[config.mk]
export PLATFORM = sky130hd
export DESIGN_NAME = prach_reshape2_flat
export DESIGN_NICKNAME = d
export VERILOG_FILES = /design/src/rtl/prach_reshape_pkg.sv /design/src/rtl/prach_reshape2_if.sv /design/src/rtl/prach_reshape2_lane.sv /design/src/rtl/prach_reshape2.sv /design/src/flat_wrapper.sv
export SDC_FILE = /design/constraint.sdc
export NUM_CORES = 1
export LEC_CHECK = 0
export ABC_AREA = 1
export CORE_ASPECT_RATIO = 0.9
export CORE_UTILIZATION = 50
export CTS_BUF_LIST = sky130_fd_sc_hd__clkbuf_4 sky130_fd_sc_hd__clkbuf_8
export CTS_CLUSTER_DIAMETER = 40
export DETAILED_ROUTE_END_ITERATION = 8
export PLACE_DENSITY = 0.72
export SLEW_MARGIN = 0
export SYNTH_ARGS = -nofsm -noshare
export SYNTH_HDL_FRONTEND = slang
export SYNTH_HIERARCHICAL = 1
export SYNTH_SLANG_ARGS = --single-unit
export TNS_END_PERCENT = 20
[constraint.sdc]
create_clock -name clk -period 3.2 [get_ports clk]
set_input_delay 0.32 -clock clk [delete_from_list [all_inputs] [get_ports clk]]
set_output_delay 0.32 -clock clk [all_outputs]
set_load 0.01 [all_outputs]
[src/rtl/prach_reshape_pkg.sv]
// -----------------------------------------------------------------------------
// prach_reshape_pkg
// Shared types and helpers for the PRACH reshape block.
//   mode_e      : active pairing mode (BYPASS passes beats through, PAIR joins
//                 the even and odd beat of each TDM channel into one output)
//   chn_w()     : width of a channel index for a given channel count (min 1)
//   CHN_FIELD_W : width of the external channel-index field
// -----------------------------------------------------------------------------
package prach_reshape_pkg;

   typedef enum logic {
      MODE_BYPASS = 1'b0,
      MODE_PAIR   = 1'b1
   } mode_e;

   localparam int CHN_FIELD_W = 8;

   function automatic int chn_w(input int num_chn);
      return (num_chn > 1) ? $clog2(num_chn) : 1;
   endfunction

endpackage

[src/rtl/prach_reshape2_if.sv]
// -----------------------------------------------------------------------------
// prach_reshape2_if
// Sample stream in / paired stream out of the PRACH reshape block.
//   din_valid, din_dr, din_di, din_chn, sync_in       : input beat
//   dout_valid, dout_p1_*, dout_p2_*, dout_chn, sync_out : output beat
// master drives the input beat and observes the output; slave is the block.
// -----------------------------------------------------------------------------
interface prach_reshape2_if #(
   parameter int NUM_LANE = 3,
   parameter int WIDTH    = 16
);
   logic                           din_valid;
   logic [NUM_LANE-1:0][WIDTH-1:0] din_dr;
   logic [NUM_LANE-1:0][WIDTH-1:0] din_di;
   logic [7:0]                     din_chn;
   logic                           sync_in;

   logic                           dout_valid;
   logic [NUM_LANE-1:0][WIDTH-1:0] dout_p1_dr;
   logic [NUM_LANE-1:0][WIDTH-1:0] dout_p1_di;
   logic [NUM_LANE-1:0][WIDTH-1:0] dout_p2_dr;
   logic [NUM_LANE-1:0][WIDTH-1:0] dout_p2_di;
   logic [7:0]                     dout_chn;
   logic                           sync_out;

   modport master (
      output din_valid, din_dr, din_di, din_chn, sync_in,
      input  dout_valid, dout_p1_dr, dout_p1_di, dout_p2_dr, dout_p2_di,
             dout_chn, sync_out
   );

   modport slave (
      input  din_valid, din_dr, din_di, din_chn, sync_in,
      output dout_valid, dout_p1_dr, dout_p1_di, dout_p2_dr, dout_p2_di,
             dout_chn, sync_out
   );
endinterface

[src/rtl/prach_reshape2_lane.sv]
// -----------------------------------------------------------------------------
// prach_reshape2_lane
// One sample lane: per-channel buffer of the pending even sample plus the two
// pipeline register stages for the phase-1 / phase-2 output.
//   clk, rst_n      : clock, synchronous active-low reset
//   buf_wr          : store din into buffer[chn_idx] (even beat in PAIR mode)
//   pair_rd         : this beat is odd: p1 = buffer[chn_idx], p2 = din
//   beat_load       : accepted beat that will produce an output
//   out_load        : stage-1 content moves to the output registers
//   chn_idx         : channel of the current beat
//   din_dr, din_di  : lane input sample
//   p1_*, p2_*      : lane output sample, held while not loaded
// -----------------------------------------------------------------------------
module prach_reshape2_lane #(
   parameter int WIDTH   = 16,
   parameter int NUM_CHN = 8,
   parameter int CHN_W   = 3
) (
   input  logic             clk,
   input  logic             rst_n,
   input  logic             buf_wr,
   input  logic             pair_rd,
   input  logic             beat_load,
   input  logic             out_load,
   input  logic [CHN_W-1:0] chn_idx,
   input  logic [WIDTH-1:0] din_dr,
   input  logic [WIDTH-1:0] din_di,
   output logic [WIDTH-1:0] p1_dr,
   output logic [WIDTH-1:0] p1_di,
   output logic [WIDTH-1:0] p2_dr,
   output logic [WIDTH-1:0] p2_di
);

   logic [WIDTH-1:0] buf_dr [NUM_CHN];
   logic [WIDTH-1:0] buf_di [NUM_CHN];
   logic [WIDTH-1:0] s1_p1_dr, s1_p1_di, s1_p2_dr, s1_p2_di;

   // Buffer is not reset: the parity vector decides whether an entry is live.
   always_ff @(posedge clk) begin
      if (buf_wr) begin
         buf_dr[chn_idx] <= din_dr;
         buf_di[chn_idx] <= din_di;
      end
   end

   always_ff @(posedge clk) begin
      if (!rst_n) begin
         s1_p1_dr <= '0;
         s1_p1_di <= '0;
         s1_p2_dr <= '0;
         s1_p2_di <= '0;
      end else if (beat_load) begin
         s1_p1_dr <= pair_rd ? buf_dr[chn_idx] : din_dr;
         s1_p1_di <= pair_rd ? buf_di[chn_idx] : din_di;
         s1_p2_dr <= pair_rd ? din_dr : '0;
         s1_p2_di <= pair_rd ? din_di : '0;
      end
   end

   always_ff @(posedge clk) begin
      if (!rst_n) begin
         p1_dr <= '0;
         p1_di <= '0;
         p2_dr <= '0;
         p2_di <= '0;
      end else if (out_load) begin
         p1_dr <= s1_p1_dr;
         p1_di <= s1_p1_di;
         p2_dr <= s1_p2_dr;
         p2_di <= s1_p2_di;
      end
   end

endmodule

[src/rtl/prach_reshape2.sv]
// -----------------------------------------------------------------------------
// prach_reshape2
// Reshapes a TDM multi-lane complex sample stream. In BYPASS each beat is
// passed through (p2 = 0); in PAIR the even and odd beat of every channel are
// joined into one output beat (p1 = even, p2 = odd). Fixed 2-cycle latency,
// one beat per cycle, no backpressure.
//   clk, rst_n : clock, synchronous active-low reset
//   cfg_mode   : requested mode, taken over only on a sync beat
//   bus        : input / output beat (prach_reshape2_if.slave)
//   err_chn    : sticky, a beat arrived with an out-of-range channel
// -----------------------------------------------------------------------------
module prach_reshape2
   import prach_reshape_pkg::*;
#(
   parameter int NUM_LANE = 3,
   parameter int WIDTH    = 16,
   parameter int NUM_CHN  = 8
) (
   input  logic            clk,
   input  logic            rst_n,
   input  logic            cfg_mode,
   prach_reshape2_if.slave bus,
   output logic            err_chn
);

   localparam int CHN_W = chn_w(NUM_CHN);
   localparam logic [CHN_FIELD_W-1:0] NUM_CHN_F = CHN_FIELD_W'(NUM_CHN);

   mode_e                  mode_q, mode_eff;
   logic [NUM_CHN-1:0]     parity_q, parity_d;
   logic                   armed_q, armed_d;
   logic                   sync_now, chn_ok, accept, par_eff;
   logic                   emit, buf_wr, pair_rd;
   logic [CHN_W-1:0]       chn_idx;
   logic                   s1_emit_q, s1_sync_q;
   logic [CHN_FIELD_W-1:0] s1_chn_q;

   logic [NUM_LANE-1:0][WIDTH-1:0] p1_dr, p1_di, p2_dr, p2_di;

   // A sync beat is processed with cleared parity and the freshly requested
   // mode, so an odd-parity channel's pending even sample is dropped here.
   always_comb begin
      sync_now = bus.din_valid && bus.sync_in;
      chn_ok   = bus.din_chn < NUM_CHN_F;
      accept   = bus.din_valid && chn_ok;
      chn_idx  = bus.din_chn[CHN_W-1:0];
      mode_eff = sync_now ? mode_e'(cfg_mode) : mode_q;
      par_eff  = sync_now ? 1'b0 : parity_q[chn_idx];
      pair_rd  = accept && (mode_eff == MODE_PAIR) && par_eff;
      buf_wr   = accept && (mode_eff == MODE_PAIR) && !par_eff;
      emit     = accept && ((mode_eff == MODE_BYPASS) || par_eff);

      parity_d = sync_now ? '0 : parity_q;
      if (accept && (mode_eff == MODE_PAIR)) begin
         parity_d[chn_idx] = ~par_eff;
      end

      // armed: a sync was seen and no beat has been emitted since
      armed_d = armed_q | sync_now;
      if (emit) begin
         armed_d = 1'b0;
      end
   end

   always_ff @(posedge clk) begin
      if (!rst_n) begin
         mode_q         <= MODE_BYPASS;
         parity_q       <= '0;
         armed_q        <= 1'b0;
         err_chn        <= 1'b0;
         s1_emit_q      <= 1'b0;
         s1_sync_q      <= 1'b0;
         s1_chn_q       <= '0;
         bus.dout_valid <= 1'b0;
         bus.sync_out   <= 1'b0;
         bus.dout_chn   <= '0;
      end else begin
         if (sync_now) begin
            mode_q <= mode_e'(cfg_mode);
         end
         parity_q <= parity_d;
         armed_q  <= armed_d;
         if (bus.din_valid && !chn_ok) begin
            err_chn <= 1'b1;
         end
         s1_emit_q <= emit;
         s1_sync_q <= armed_q | sync_now;
         if (emit) begin
            s1_chn_q <= bus.din_chn;
         end
         bus.dout_valid <= s1_emit_q;
         bus.sync_out   <= s1_emit_q && s1_sync_q;
         if (s1_emit_q) begin
            bus.dout_chn <= s1_chn_q;
         end
      end
   end

   for (genvar l = 0; l < NUM_LANE; l++) begin : g_lane
      prach_reshape2_lane #(
         .WIDTH   (WIDTH),
         .NUM_CHN (NUM_CHN),
         .CHN_W   (CHN_W)
      ) u_lane (
         .clk       (clk),
         .rst_n     (rst_n),
         .buf_wr    (buf_wr),
         .pair_rd   (pair_rd),
         .beat_load (emit),
         .out_load  (s1_emit_q),
         .chn_idx   (chn_idx),
         .din_dr    (bus.din_dr[l]),
         .din_di    (bus.din_di[l]),
         .p1_dr     (p1_dr[l]),
         .p1_di     (p1_di[l]),
         .p2_dr     (p2_dr[l]),
         .p2_di     (p2_di[l])
      );
   end

   assign bus.dout_p1_dr = p1_dr;
   assign bus.dout_p1_di = p1_di;
   assign bus.dout_p2_dr = p2_dr;
   assign bus.dout_p2_di = p2_di;

endmodule

[src/flat_wrapper.sv]
// flat-port wrapper written by rule: the top's interface ports become plain ports
module prach_reshape2_flat import prach_reshape_pkg::*;
#(
   parameter int NUM_LANE = 3,
   parameter int WIDTH    = 16,
   parameter int NUM_CHN  = 8
)
  (clk, rst_n, cfg_mode, err_chn, bus_din_valid, bus_din_dr, bus_din_di, bus_din_chn, bus_sync_in, bus_dout_valid, bus_dout_p1_dr, bus_dout_p1_di, bus_dout_p2_dr, bus_dout_p2_di, bus_dout_chn, bus_sync_out);
  prach_reshape2_if #(.NUM_LANE(NUM_LANE), .WIDTH(WIDTH)) bus_i ();
  input  logic clk;
  input  logic rst_n;
  input  logic cfg_mode;
  output logic err_chn;
  input wire logic [$bits(bus_i.din_valid)-1:0] bus_din_valid;
  input wire logic [$bits(bus_i.din_dr)-1:0] bus_din_dr;
  input wire logic [$bits(bus_i.din_di)-1:0] bus_din_di;
  input wire logic [$bits(bus_i.din_chn)-1:0] bus_din_chn;
  input wire logic [$bits(bus_i.sync_in)-1:0] bus_sync_in;
  output wire logic [$bits(bus_i.dout_valid)-1:0] bus_dout_valid;
  output wire logic [$bits(bus_i.dout_p1_dr)-1:0] bus_dout_p1_dr;
  output wire logic [$bits(bus_i.dout_p1_di)-1:0] bus_dout_p1_di;
  output wire logic [$bits(bus_i.dout_p2_dr)-1:0] bus_dout_p2_dr;
  output wire logic [$bits(bus_i.dout_p2_di)-1:0] bus_dout_p2_di;
  output wire logic [$bits(bus_i.dout_chn)-1:0] bus_dout_chn;
  output wire logic [$bits(bus_i.sync_out)-1:0] bus_sync_out;
  assign bus_i.din_valid = bus_din_valid;
  assign bus_i.din_dr = bus_din_dr;
  assign bus_i.din_di = bus_din_di;
  assign bus_i.din_chn = bus_din_chn;
  assign bus_i.sync_in = bus_sync_in;
  assign bus_dout_valid = bus_i.dout_valid;
  assign bus_dout_p1_dr = bus_i.dout_p1_dr;
  assign bus_dout_p1_di = bus_i.dout_p1_di;
  assign bus_dout_p2_dr = bus_i.dout_p2_dr;
  assign bus_dout_p2_di = bus_i.dout_p2_di;
  assign bus_dout_chn = bus_i.dout_chn;
  assign bus_sync_out = bus_i.sync_out;
  prach_reshape2 #(.NUM_LANE(NUM_LANE), .WIDTH(WIDTH), .NUM_CHN(NUM_CHN)) u_core (.clk(clk), .rst_n(rst_n), .cfg_mode(cfg_mode), .bus(bus_i), .err_chn(err_chn));
endmodule
== Word level (Yosys, flattened, before mapping) ==
Memory sizes are Yosys's and may differ from the RTL's.
Cells that the tools add are included.

* $lt $le $gt $ge: 3
* Bitwise operators: 4
* Muxes and demuxes: 23
* Reduce and logical (&&, ||, !) cells: 13

{| class="wikitable"
|+ Operator list
! kind !! count
|-
| two-way mux 16 bit || 12
|-
| two-way mux 8 bit || 2
|-
| logical AND 1 bit || 9
|-
| bitwise mux 8 bit || 1
|-
| < comparator 8 x 4 -> 1 bit (second input constant) || 1
|-
| two-way mux 1 bit || 6
|-
| < comparator 3 x 4 -> 1 bit (second input constant) || 1
|-
| binary-select mux 1 bit (select 3 bit) || 1
|-
| demux 1 bit (select 3 bit) || 1
|-
| >= comparator 3 x 1 -> 1 bit (second input constant) || 1
|-
| inverter 1 bit || 3
|-
| zero test 1 bit || 2
|-
| OR reduction 2 bit || 1
|-
| logical OR 1 bit || 1
|-
| OR 1 bit || 1
|}

* Input bits: 109
* Memories kept: 6
* Bits in registers: 415
* Logic and storage cells: 83
* Memory bits (writable): 768

{| class="wikitable"
|+ Memories
! name !! words !! width !! read ports !! clocked after Yosys merged registers in !! wr ports !! line !! RTL
|-
| u_core.g_lane[0].u_lane.buf_di || 8 || 16 || 1 || 0 || 1 || prach_reshape2_lane.sv:35 || <nowiki>logic [WIDTH-1:0] buf_di [NUM_CHN];</nowiki>
|-
| u_core.g_lane[0].u_lane.buf_dr || 8 || 16 || 1 || 0 || 1 || prach_reshape2_lane.sv:34 || <nowiki>logic [WIDTH-1:0] buf_dr [NUM_CHN];</nowiki>
|-
| u_core.g_lane[1].u_lane.buf_di || 8 || 16 || 1 || 0 || 1 || prach_reshape2_lane.sv:35 ||
|-
| u_core.g_lane[1].u_lane.buf_dr || 8 || 16 || 1 || 0 || 1 || prach_reshape2_lane.sv:34 ||
|-
| u_core.g_lane[2].u_lane.buf_di || 8 || 16 || 1 || 0 || 1 || prach_reshape2_lane.sv:35 ||
|-
| u_core.g_lane[2].u_lane.buf_dr || 8 || 16 || 1 || 0 || 1 || prach_reshape2_lane.sv:34 ||
|}

== Longest topological paths before layout ==
* Word-level depth: 7
* Mapped depth: 15

== By module ==
The synthesis kept the hierarchy.

{| class="wikitable"
|+ By module, submodules not included
! module !! instances !! area each (um^2) !! cells an instance
|-
| prach_reshape2_lane at u_core.g_lane[0].u_lane ... || 2 || 15690.0 || 1715
|-
| prach_reshape2_lane at u_core.g_lane[1].u_lane || 1 || 15692.6 || 1715
|-
| prach_reshape2 || 1 || 1337.5 || 172
|}

== Worst setup path after synthesis ==
OpenSTA, ideal clock, no wires.

* Path type: input port to flip-flop
* Start: input port bus_din_chn[0]
* End: memory u_core.g_lane[0].u_lane.buf_di[2][0] (enable)
* Stages: 10
* Required time: 2.779 ns
* Arrival time: 2.955 ns
* Path buffers: 1
* Setup slack: -0.176 ns
* Path through: buf_6 > nand2_1 > nand2_1 > nand2_1 > nand2_1 > o21ai_4 > nand2_4 > nor3_1 > nand2_1 > nor2_1

* Longest elaborated chain between the ends: 7
* Elaborated cells between the ends (all ways): 10
* Those cells by class: 1 x order compare; 5 x mux; 4 x reduce/logical

{| class="wikitable"
|+ RTL lines
! what !! line !! RTL
|-
| start, declared || flat_wrapper.sv:17 || <nowiki>input wire logic [$bits(bus_i.din_chn)-1:0] bus_din_chn;</nowiki>
|-
| parallel branches: the longest is 4 deep, another holds < comparator 8 x 4 -> 1 bit || n/a ||
|-
| logical AND 1 bit * || prach_reshape2.sv:50 || <nowiki>buf_wr = accept && (mode_eff == MODE_PAIR) && !par_eff;</nowiki>
|-
| via u_core.buf_wr || prach_reshape2.sv:33 || <nowiki>logic emit, buf_wr, pair_rd;</nowiki>
|-
| two-way mux 1 bit * || prach_reshape2_lane.sv:40 || <nowiki>if (buf_wr) begin</nowiki>
|-
| two-way mux 1 bit (not written as such) * || prach_reshape2_lane.sv:42 || <nowiki>buf_di[chn_idx] <= din_di;</nowiki>
|-
| end, declared || prach_reshape2_lane.sv:35 ||
|}

Mark *: on every way through the listed nets, which the timed path passes. The select of a mux whose other input is x is not followed.

== Worst setup path in the final report ==
* Start: input port bus_din_chn[0]
* End: memory u_core.g_lane[1].u_lane.buf_di[4][10] (enable)

* Longest elaborated chain between the ends: 7
* Elaborated cells between the ends (all ways): 10
* Those cells by class: 1 x order compare; 5 x mux; 4 x reduce/logical

{| class="wikitable"
|+ RTL lines
! what !! line
|-
| parallel branches: the longest is 4 deep, another holds < comparator 8 x 4 -> 1 bit || n/a
|-
| logical AND 1 bit * || prach_reshape2.sv:50
|-
| via u_core.buf_wr || prach_reshape2.sv:33
|-
| two-way mux 1 bit * || prach_reshape2_lane.sv:40
|-
| two-way mux 1 bit (not written as such) * || prach_reshape2_lane.sv:42
|-
| end, declared || prach_reshape2_lane.sv:35
|}

Marked as above.

==> metrics.txt <==
CP most frequent cell nand2_1; WS Path Type primary input to flip-flop; Yosys cell types 27; post-synthesis simple-gate area fraction 22.9%; fin crit share about four fifths; largest net degree at the start of global routing between 150 and 200; crit path capture type flip-flop; die width between 300 and 400 um; crit-path max cell delay 600 ps; site row count around 110; Slowest-stage cell, CP dlygate4sd3_1; largest family of logic cells by synthesized area simple AND/OR/NAND/NOR gates; CP required 3670 ps; # placed instances ~6,700; # H-tree levels 4; synthesized flop and latch total 1,183; DRT iter0 DRCs roughly 2,800; Die ar. 98,100 um^2; GP Congestion 0.840; DRC viols 0; DP Worst Slack -43.0 ps; Max-Slew Margin vs Limit 16.0%; power per standard cell area 543 nW/um^2; CTS Sinks 1,183; status completed; endpoints failing setup 0; crit path cell chain dlygate4sd3_1 -> buf_8 -> inv_1 -> nand2_1 -> nand2_1 -> nand2_1 -> nand2_1 -> o21ai_4 -> nand2_4 -> nor3_1 -> buf_4 -> nand2_1 -> nor2_4 -> buf_12; Mean Syn Cell Area roughly 9 um^2; Finished Layout Cells 7,067; synth warn 6; R2R Setup Slk 830 ps; worst min-delay path class primary input to flip-flop; CTS Buf Count ~190; Final Max Tran Viols 0; GRT Util Overall 23.8%; clk root buf clkbuf_8; sequential share of the synthesized area between 60% and 70%; DR pass1 iterations 8; core area 95,300 um^2; fin crit period 2590 ps; Clock Path Buffers 3; Clock transition at path regs 60 ps; Hold Fails Final Rpt 0; Syn Nets 5,426; Crit path arrival time approximately 3100 ps; final setup TNS 0 ps; IR Drop Worst-Case VDD 0.000572 V; Max Fclk a little under 400 MHz; Crit Reg-Reg Startpoint u_core/parity_q[5]; CTS tree built; DP HPWL between 70,000 and 80,000 um; final WL 118,000 um; Least-Margin Pin Slew 1260 ps; global-route wire length before repair 184,000 um; fin util 60.5%; Max Cap Violations 0; Compound-Gate Fraction of Synth Area 4.26%; skew final 65.2 ps; CP Launch Type primary input; critical path launch point bus_din_chn[0]; mapped cell area 48,400 um^2; Post-CTS Setup Inserts 0; # nets final 5,762; mux contribution to synthesized area 0%; area growth from synthesis to layout 19.1%; Static Leakage 24.4 nW; fillers 7,886; share of layout cells above drive strength 1 around a tenth; IO Port Bufs between 300 and 400; Wirelength per Cell 16.6 um; Final WS setup 614 ps; clk_lat worst skew 840 ps; die height 297 um; antenna violations before repair 8; hold wc startpoint cfg_mode; Post-Synth XOR/XNOR Area 0%; GR Overflow Total 0; I/O pins ~310; RSZ-0062 raised after global routing false; share of synthesized cell area in full adder, half adder and majority cells 0%; vias in the first global route 33,800; post-route ant nets 0; Initial Util 50.8%; Mapped Cells about 5,300; peak fanout along the critical path 30; vias per cell 5.03; via total after detailed routing 35,500
path summary, 6_finish.rpt:
| check | cells past startpoint | endpoint |
|---|---|---|
| setup / recovery | 14 | u_core/g_lane[1].u_lane/buf_di[4][10] |
| hold / removal | 3 | u_core/mode_q |
| setup reg to reg | 11 | u_core/g_lane[1].u_lane/buf_di[4][10] |
| hold reg to reg | 2 | u_core/bus.dout_chn[6] |
cell usage after synthesis (all sizes together):
cell type | instances | area (um^2)
nor2 | 934 | 3540
nand3b | 1 | 11.3
buf | 132 | 642
or2 | 96 | 601
o21ai | 211 | 1070
inv | 721 | 2710
edfxtp | 768 | 23100
a21oi | 199 | 996
clkinv | 3 | 11.3
nand4 | 7 | 43.8
dfxtp | 415 | 8310
nand2 | 1294 | 4910
nor3 | 1 | 5.00
nand3 | 390 | 1960
clkbuf | 145 | 544
state kept, by name (all words and copies together) (netlist names), 48 cells and up:
signal                         count
u_core/g_lane.u_lane/buf_di      384
u_core/g_lane.u_lane/p2_dr        48
u_core/g_lane.u_lane/buf_dr      384
u_core/g_lane.u_lane/s1_p1_dr     48
u_core/g_lane.u_lane/s1_p2_dr     48
u_core/g_lane.u_lane/s1_p1_di     48
u_core/g_lane.u_lane/p1_dr        48
u_core/g_lane.u_lane/s1_p2_di     48
u_core/g_lane.u_lane/p2_di        48
u_core/g_lane.u_lane/p1_di        48
routing by layer:
metal	vias up	track usage (%)	wire length, um
met4	4	7.43	2520
li1	17400	-	-
met2	1087	38.4	55900
met1	16800	32.4	51300
met5	-	0	23
met3	195	4.45	7870
cell families (layout without fill, tap and decap cells):
group	count (synthesis)	in the layout
simple gates	2723	2723
flops	1183	1183
buf+inv	1001	1493
compound gates	410	410
other cells	0	5
stage by stage:
stage                     hold slack [ps]  cell area (um^2)  power (mW)
after detailed placement              445             53500        18.0
after global routing                  124             57700        32.4
final                                 149             57700        31.3
after floorplan                       394             48400        17.3
after global placement                439             53500        17.9
after CTS                            76.7             57700        31.6
critical path: cells and delay by family:
kind / cells / cell delay [ps]
buffers and inverters: 5 / 1460
AND/OR/NAND/NOR: 8 / 1060
AO/OA/AOI/OAI: 1 / 160
where the power goes:
| group | internal [mW] | total (mW) | switching (mW) | leakage (nW) |
|---|---|---|---|---|
| sequential | 16.3 | 16.3 | 0.0179 | 10.2 |
| clock | 7.82 | 13.7 | 5.86 | 2.18 |
| combinational | 0.416 | 1.35 | 0.938 | 12.0 |
| total | 24.5 | 31.3 | 6.82 | 24.4 |
cells in the final DEF (no fill, tap or decap), types with 2 or more instances in the layout:
cell type	instances
o21ai_0	208
nand2_4	2
edfxtp_1	768
dlygate4sd3_1	2
nand3_2	2
inv_1	710
diode_2	5
nor2_4	27
clkinvlp_4	4
inv_2	12
clkinv_2	10
buf_4	62
buf_12	47
clkinv_1	7
nor2_1	892
nand2_2	4
dfxtp_1	414
or2_2	96
clkinv_8	3
nand3_1	388
o21ai_1	2
clkinv_4	5
clkbuf_4	92
inv_6	3
bufinv_16	7
clkbuf_8	216
nor2_2	15
nand2_8	2
nand4_1	7
a21oi_1	199
clkdlybuf4s50_1	309
nand2_1	1286
final cells by class:
cell class	instances	area [um^2]	area share, %
sequential	1183	31400	54.4
clock inverter	39	442	0.766
clock buffer	308	3660	6.35
timing repair buffer	422	4550	7.88
multi-input combinational	3133	13300	23.1
antenna	5	12.5	0.0217
tap	1253	1570	2.72
inverter	724	2720	4.72
timing repair:
item                      in CTS  in global routing
hold endpoints to repair      37                  0
hold buffers                   2                  0
resized for setup              0                  0
Note: power is estimated with default switching activity, not from simulation.
